<file path="src/rtl/huffman_decoder.sv">
// Serial Huffman decoder: matches incoming bits against a host-loaded code table
// and queues decoded symbols in a FIFO that the host pops over Avalon-MM.
module huffman_decoder #(
    parameter int NSYM       = 64,
    parameter int MAXLEN     = 8,
    parameter int FIFO_DEPTH = 8
) (
    input  logic        clock,
    input  logic        resetn,
    input  logic        chipselect,
    input  logic        address,
    input  logic        write,
    input  logic        read,
    input  logic [31:0] writedata,
    output logic [31:0] readdata,
    input  logic        encoded_in,
    input  logic        enable_in,
    output logic        irq
);
    localparam int SYM_W = $clog2(NSYM);
    localparam int PTR_W = $clog2(FIFO_DEPTH);
    localparam int CNT_W = PTR_W + 1;
    localparam logic [3:0]       MAXLEN_C = 4'(MAXLEN);
    localparam logic [CNT_W-1:0] FULL_C   = CNT_W'(FIFO_DEPTH);

    logic [3:0]        len_tab  [NSYM];
    logic [MAXLEN-1:0] code_tab [NSYM];
    logic [SYM_W-1:0]  fifo_mem [FIFO_DEPTH];

    logic [MAXLEN-1:0] acc, acc_next, nacc;
    logic [3:0]        cnt, cnt_next, ncnt;
    logic              err, err_next, ovf, ovf_next;
    logic [PTR_W-1:0]  wptr, rptr, wptr_next, rptr_next;
    logic [CNT_W-1:0]  count, count_next;
    logic              tab_wr, ctl_wr, rd_any, shift_bit, hit, push, push_ok, pop, flush;
    logic              nonempty;
    logic [SYM_W-1:0]  hit_idx, head;
    logic [3:0]        wr_len;
    logic [31:0]       status_word;
    logic              unused_wd;

    assign unused_wd = ^writedata[31:10+MAXLEN];

    function automatic logic [MAXLEN-1:0] len_mask(input logic [3:0] len);
        logic [MAXLEN:0] ones;
        ones = ((MAXLEN+1)'(1) << len) - (MAXLEN+1)'(1);
        return ones[MAXLEN-1:0];
    endfunction

    assign tab_wr    = chipselect & write & ~address;
    assign ctl_wr    = chipselect & write & address;
    assign rd_any    = chipselect & read & ~write;
    assign flush     = ctl_wr & writedata[1];
    // Any control write owns the cycle; a coincident serial bit is dropped.
    assign shift_bit = enable_in & ~ctl_wr;
    assign nacc      = {acc[MAXLEN-2:0], encoded_in};
    assign ncnt      = cnt + 4'd1;
    assign nonempty  = (count != '0);
    assign head      = fifo_mem[rptr];
    assign wr_len    = (writedata[9:6] > MAXLEN_C) ? 4'd0 : writedata[9:6];

    // Descending scan so the lowest matching index is the one left standing.
    always_comb begin
        hit     = 1'b0;
        hit_idx = '0;
        for (int i = NSYM - 1; i >= 0; i--) begin
            if (len_tab[i] == ncnt &&
                ((code_tab[i] ^ nacc) & len_mask(len_tab[i])) == '0) begin
                hit     = 1'b1;
                hit_idx = SYM_W'(i);
            end
        end
    end

    always_comb begin
        acc_next = acc;
        cnt_next = cnt;
        err_next = err;
        ovf_next = ovf;
        push     = 1'b0;
        if (ctl_wr && writedata[0]) begin
            acc_next = '0;
            cnt_next = '0;
            err_next = 1'b0;
            ovf_next = 1'b0;
        end else if (shift_bit) begin
            if (hit) begin
                push     = 1'b1;
                acc_next = '0;
                cnt_next = '0;
            end else if (ncnt == MAXLEN_C) begin
                err_next = 1'b1;
                acc_next = '0;
                cnt_next = '0;
            end else begin
                acc_next = nacc;
                cnt_next = ncnt;
            end
        end

        pop     = rd_any & ~address & nonempty;
        push_ok = push & ((count != FULL_C) | pop);
        if (push && !push_ok)
            ovf_next = 1'b1;

        wptr_next  = wptr;
        rptr_next  = rptr;
        count_next = count;
        if (flush) begin
            wptr_next  = '0;
            rptr_next  = '0;
            count_next = '0;
        end else begin
            if (push_ok) wptr_next = wptr + PTR_W'(1);
            if (pop)     rptr_next = rptr + PTR_W'(1);
            case ({push_ok, pop})
                2'b10:   count_next = count + CNT_W'(1);
                2'b01:   count_next = count - CNT_W'(1);
                default: count_next = count;
            endcase
        end
    end

    assign status_word = {12'b0, 4'(count), 6'b0, ovf, err, nonempty, 1'b0,
                          nonempty ? 6'(head) : 6'b0};

    always_ff @(posedge clock) begin
        if (!resetn) begin
            acc      <= '0;
            cnt      <= '0;
            err      <= 1'b0;
            ovf      <= 1'b0;
            wptr     <= '0;
            rptr     <= '0;
            count    <= '0;
            readdata <= '0;
            irq      <= 1'b0;
        end else begin
            acc   <= acc_next;
            cnt   <= cnt_next;
            err   <= err_next;
            ovf   <= ovf_next;
            wptr  <= wptr_next;
            rptr  <= rptr_next;
            count <= count_next;
            if (rd_any)
                readdata <= status_word;
            irq <= (count_next != '0) | err_next | ovf_next;
        end
    end

    always_ff @(posedge clock) begin
        if (!resetn) begin
            for (int i = 0; i < NSYM; i++) begin
                len_tab[i]  <= '0;
                code_tab[i] <= '0;
            end
        end else if (tab_wr) begin
            len_tab[writedata[SYM_W-1:0]]  <= wr_len;
            code_tab[writedata[SYM_W-1:0]] <= writedata[10 +: MAXLEN];
        end
    end

    always_ff @(posedge clock) begin
        if (push_ok)
            fifo_mem[wptr] <= hit_idx;
    end
endmodule

</file>
<file path="config.mk">
export PLATFORM = sky130hd
export DESIGN_NAME = huffman_decoder
export DESIGN_NICKNAME = d
export VERILOG_FILES = /design/src/rtl/huffman_decoder.sv
export SDC_FILE = /design/constraint.sdc
export NUM_CORES = 2
export LEC_CHECK = 0
export BUFFER_PORTS_ARGS = -buffer_cell sky130_fd_sc_hd__buf_4
export CAP_MARGIN = 20
export CORE_MARGIN = 4
export CORE_UTILIZATION = 60
export CTS_CLUSTER_DIAMETER = 120
export DETAILED_ROUTE_END_ITERATION = 10
export PLACE_DENSITY = 0.76
export SYNTH_ARGS = -nofsm -noshare
export SYNTH_HDL_FRONTEND = slang
export SYNTH_SLANG_ARGS = --single-unit
</file>
<file path="constraint.sdc">
create_clock -name clock -period 11.8 [get_ports clock]
set_input_delay 2.36 -clock clock [delete_from_list [all_inputs] [get_ports clock]]
set_output_delay 2.36 -clock clock [all_outputs]
set_load 0.02 [all_outputs]
</file>
Yosys cells after proc, flatten, opt, wreduce, memory -nomap -nowiden

Memories as Yosys holds them, arrays and structs flattened. A register that Yosys moved wholly into a read port is not among the register bits.
Index checks and enable logic that the tools add are counted.

Add/subtract/negate cells: 69
Multipliers: 0
Div/mod/pow operators: 0
$lt $le $gt $ge: 1
Equality and inequality tests: 68
Shift-type cells: 64
Muxes and demuxes: 159
Bitwise gates (word level): 145
Reductions and logical operators: 137

Operators by type and width:

| kind                  | number |
|---|---|
| $and A8 B8 Y8         | 64 |
| $logic_not A8 Y1      | 64 |
| $shl A1 B4 Y8 const A | 64 |
| $sub A8 B2 Y8 const B | 64 |
| $xor A8 B8 Y8         | 64 |
| $mux W6               | 67 |
| $eq A4 B4 Y1          | 64 |
| $mux W1               | 81 |
| $logic_and A1 B1 Y1   | 66 |
| $mux W4               | 5 |
| $mux W7               | 2 |
| $and A1 B1 Y1         | 10 |
| $add A4 B1 Y4 const B | 2 |
| $mux W8               | 1 |
| $pmux W4 S2           | 1 |
| $reduce_bool A4 Y1    | 2 |
| $reduce_or A8 Y1      | 1 |
| $add A3 B1 Y3 const B | 2 |
| $mux W3               | 2 |
| $eq A4 B4 Y1 const B  | 1 |
| $gt A4 B4 Y1 const B  | 1 |
| $ne A4 B4 Y1 const B  | 1 |
| $not A1 Y1            | 4 |
| $reduce_or A2 Y1      | 2 |
| 6 further kinds       | 8 |

Bits in registers: 37
Bits in latches: 0
RAM bits: 816
Memory bits (read-only): 0
Bits of input ports: 40
Output and inout bits: 33
Word-level logic and storage cells: 655
Memories: 3

Memory list:

| name     | words | bits a word | rd ports | clocked after memory_dff | write ports | line | RTL |
|---|---|---|---|---|---|---|---|
| code_tab | 64    | 8           | 64       | 0                        | 64          | 27   | `logic [MAXLEN-1:0] code_tab [NSYM];` |
| len_tab  | 64    | 4           | 64       | 0                        | 64          | 26   | `logic [3:0] len_tab [NSYM];` |
| fifo_mem | 8     | 6           | 1        | 1                        | 1           | 28   | `logic [SYM_W-1:0] fifo_mem [FIFO_DEPTH];` |

Longest topological paths before layout

An unclocked memory read counts as a cell.

Depth after elaboration: 80
Mapped depth: 23
Mapped depth without buffers: 21

Worst setup path before layout

Ideal clock, no wire load.

Kind: input -> register
Start point: input encoded_in
End point: register irq
Library setup time: 0.129 ns
Arrival time: 5.954 ns
Required time: 11.671 ns
Path slack: 5.717 ns
Cell stages on the path: 19
Path buffers: 3
Path through: buf_4 -> buf_4 -> buf_2 -> xor2_1 -> a211oi_1 -> o211ai_2 -> or4b_4 -> nor3_2 -> nand4_2 -> o21a_4 -> nor2_1 -> ha_1 -> a21o_1 -> a21oi_1 -> nand2_1 -> o32ai_2 -> xor2_1 -> a221oi_2 -> nand4bb_1

Cells in the longest elaborated chain, start to end: 78
Elaborated cells between the ends (all ways): 337
Classes of those cells: 2 x eq/ne; 73 x mux; 131 x bitwise; 131 x reduce/logical

RTL lines:

| element                                             | line | RTL |
|---|---|---|
| start, declared                                     | 16   | `input logic encoded_in,` |
| $xor A8 B8 Y8                                       | 68   | `((code_tab[i] ^ nacc) & len_mask(len_tab[i])) == '0) begin` |
| $and A8 B8 Y8                                       | 68   |  |
| $logic_not A8 Y1                                    | 68   |  |
| $logic_and A1 B1 Y1                                 | 67   | `if (len_tab[i] == ncnt &&` |
| $mux W1 (63 in series)                              | 67   |  |
| $mux W1 *                                           | 67   |  |
| $mux W1                                             | 87   | `if (hit) begin` |
| $mux W1                                             | 86   | `end else if (shift_bit) begin` |
| $mux W1                                             | 81   | `if (ctl_wr && writedata[0]) begin` |
| $and A1 B1 Y1                                       | 102  | `push_ok = push & ((count != FULL_C) \| pop);` |
| $eq A2 B1 Y1 / $eq A2 B2 Y1 (equally long branches) | 116  | `case ({push_ok, pop})` |
| $pmux W4 S2                                         | 116  |  |
| $mux W4                                             | 109  | `if (flush) begin` |
| $reduce_bool A4 Y1                                  | 148  | `irq <= (count_next != '0) \| err_next \| ovf_next;` |
| $or A1 B1 Y1                                        | 148  |  |
| $or A1 B1 Y1 *                                      | 148  |  |
| end signal, assigned                                | 148  |  |
| end, declared                                       | 18   | `output logic irq` |

Mark *: on every way between the ends. The rest lies on a longest branch, timed or not.
A chain may end at the register's enable or synchronous reset.

Worst setup path after layout

Ends and elaborated chain as after synthesis.

==> impl_results.md <==
* Syn Area/Cell at 10.1 µm²
* Antenna Nets Post-Route at 0
* Max-cap violation count at 0
* Clk sinks at 856
* Flip-flop and latch area at 25300 µm²
* Unique masters post-synth at 103
* Die Y at ~300 µm
* Critical Path End Type: flip-flop
* Max Clock Freq at roughly 140 MHz
* CTS resizes at 0
* Req. time, crit path at around 12000 ps
* Largest area contributor in the netlist: edfxtp_1
* Static Leak at approximately 21 nW
* Pin count of the biggest net entering global routing at 73
* Diodes inserted at 0
* RR Endpoint: irq
* Top Ports at 73
* Worst slew margin at between 10% and 20%
* CP dominant cell by count: buf_4
* Worst Hold Depth at 2
* Clk Latency, worst-skew pair at between 600 and 700 ps
* FILL cells at about 6600
* I/O Buffers at 39
* Clock Path Buffers at 3
* Primary FF master, synth: edfxtp_1
* Die W at approximately 300 µm
* Total GRT Usage at ~30%
* Unrepaired setup endpoints after global routing: no
* Drt pass-1 iters at 6
* Hold endpoint: readdata[17]
* Layout area overhead at 5.24%
* Post-CTS Setup Bufs at 0
* Share of synthesized registers carrying an async set or reset at 0%
* Crit path max-delay family: simple AND/OR/NAND/NOR gates
* Via count of the first global-routing pass at approximately 36000
* Min-delay worst type: flip-flop to flip-flop
* Via count at just under 40000
* Root buf cell: clkbuf_16
* Max Clock Skew at between 20 and 25 ps
* Post-route cell area at around 55000 µm²
* Critical path's slowest cell: buf_4
* Drt wl/cell at about 23 µm
* Vias per inst at 6.49
* Crit path DAT at 7760 ps
* CTS clk-pin slew, worst paths at approximately 60 ps
* Yosys reg bits at about 860
* CTS Buf Count at 89
* Final nets at just under 5000
* Synth top area share at between 40% and 50%
* Post-Syn Area at ~52000 µm²
* Worst path cell trace: buf_4 > buf_4 > xnor2_1 > a22oi_1 > o31a_1 > nor3_1 > or4b_4 > nor3_2 > nand4_2 > o21a_4 > nor2_1 > ha_1 > a21o_1 > a21oi_1 > nand2_1 > o32ai_2 > xor2_1 > a221oi_2 > nand4bb_1
* H-Tree Depth at 3
* Global-route wire length before repair at between 200000 and 250000 µm
* Hold_sp: readdata[17]
* Max VDD drop at 0.112 mV
* Post-synth EDFFs at between 800 and 900
* Top cells by area, synth: edfxtp_1, xnor2_1, and3_1
* Bufs and invs on worst path at 2
* DR DRC count at 0
* GP Congestion at ~0.88
* Startpoint types: input pin
* Setup CP Type: input pin to flip-flop
* Rows at 108
* CTS tree: built
* Status: finished, final reports clean
* DP Wirelength at 78200 µm
* Ys Warns at 0
* Power density cells at about 130 nW/µm²
* RR Startpoint: cnt[2]
* Hold buffer count at CTS at 0
* Initial antenna violation count at 5
* Slew Limit Fails at 0
* 1st-iter DRT viols at approximately 4600
* Core ar. at between 80000 and 90000 µm²
* Area after DPL at 52300 µm²
* Crit-path max FO at 35
* Final min period at between 7000 and 8000 ps
* Sequential area share after synthesis at slightly below 50%
* Reg2Reg Depth at 19
* Post-Syn Instances at about 5200
* Flop2flop setup slack at 5620 ps
* Final Hold Viols at 0
* Setup TNS at 0 ps
* Tcrit/Tclk final at approximately 60%
* Worst Max-Slew Pin Slew at 1210 ps
* Share of cells above drive strength 1 at under 10%
* Final WL at 142000 µm
* Global route overflow at 0
* Initial core utilization at between 60 and 70%
* Critical Path Max Stage Delay at 860 ps
* Die area at 92200 µm²
* Multi-input logic area at around 25000 µm²
* Setup-failing EPs final at 0
how the worst max path moves through the flow:
stage	cells after the start	from	to	slack, ps
6_report	19	encoded_in	irq	4570
3_5_place_dp	19	encoded_in	irq	3990
3_3_place_gp	19	encoded_in	irq	4130
4_1_cts	19	encoded_in	irq	4650
2_1_floorplan	19	encoded_in	irq	5720
5_1_grt	19	encoded_in	irq	4410
cells by family (layout without fill, tap and decap cells):
family                   count (synthesis)  after routing  share of synthesized area, %
XOR/XNOR                               787            787                          13.3
AND/OR/NAND/NOR                       1940           1940                          19.4
adder cells (fa/ha/maj)                 70             70                          1.68
other                                    1             19                       0.00715
AO/OA/AOI/OAI                          883            883                          11.0
buffers and inverters                  642            328                          5.37
multiplexers                            32             32                         0.907
flip-flops                             856            856                          48.3
power by group:
group	internal (W)	total [W]	leakage, nW	switching (W)
combinational	0.000314	0.000819	11.3	0.000505
clock	0.00164	0.00282	1.41	0.00117
sequential	0.00347	0.00364	8.06	0.000167
total	0.00543	0.00728	20.8	0.00185
metal layers:
metal	up-vias	global-route usage (%)	share of wire (%)
li1	18000	-	-
met1	19000	40.6	38
met3	431	4.32	11
met4	2	12.5	4.4
met2	2024	48.0	46
met5	-	0	0.0092
placed cells by master, fill, tap and decap left out, types with 63 or more instances in the layout:
cell	Yosys	routed
edfxtp_1	816	816
and3_1	533	532
nor2_1	503	498
xnor2_1	437	436
nand2_1	355	355
xor2_1	344	344
o21ai_0	222	222
a21oi_1	216	216
nor3_1	107	104
buf_4	76	99
clkbuf_16	0	95
nor4_1	72	72
ha_1	69	68
inv_1	63	63
sequential cells by signal, indices dropped and copies added (netlist names), named ones only:
| signal | cells |
|---|---|
| fifo_mem | 48 |
| irq | 1 |
| len_tab | 256 |
| readdata | 13 |
| ovf | 1 |
| cnt | 4 |
| err | 1 |
| code_tab | 512 |
| rptr | 3 |
| wptr | 3 |
| acc | 7 |
| count | 4 |
final cells by class:
class | instances | share of cell area [%]
Inverter | 63 | 0.429
Tap cell | 1155 | 2.62
Clock buffer | 123 | 4.57
Clock inverter | 43 | 0.692
Sequential cell | 856 | 45.9
Timing Repair Buffer | 99 | 1.35
Multi-Input combinational cell | 3731 | 44.4
worst register-to-register path, cell delays in order, from the launching register on:
cell and delay, ps:
dfxtp_1 440, and3_1 250, buf_4 270, xnor2_4 820, buf_4 560, o21ai_1 150
o2111ai_1 650, nand2_1 210, and4b_1 370, nand4_2 280, o21a_4 320, nor2_1 230
ha_1 290, a21o_1 180, a21oi_1 220, nand2_1 100, o32ai_2 170, xor2_1 140
a221oi_2 290, nand4bb_1 120
cells in the mapped netlist, drive strengths merged (33+ instances only):
library cell	number
a21o	35
or4	44
o211ai	50
xnor2	439
nor2b	34
o22ai	40
nor2	505
dfxtp	40
buf	149
and2	41
xor2	345
nor3	112
nor4b	53
and3	534
a21oi	216
nand2	355
clkbuf	430
nor4	74
o21bai	33
edfxtp	816
a211oi	34
ha	69
inv	63
o21ai	229
nand3	53
through the flow:
stage,power (W),instances,setup WS (ps),utilization [%],hold WS [ps]
floorplan,0.00428,5229,5720,-,440
global placement,0.00447,5904,4130,60.3,454
detailed placement,0.00450,5904,3990,60.3,463
finish,0.00728,6070,4570,63.6,470
CTS,0.00728,6070,4650,63.6,470
global route,0.00751,6070,4410,63.6,488
No activity file was read; power rests on OpenSTA's default activity.
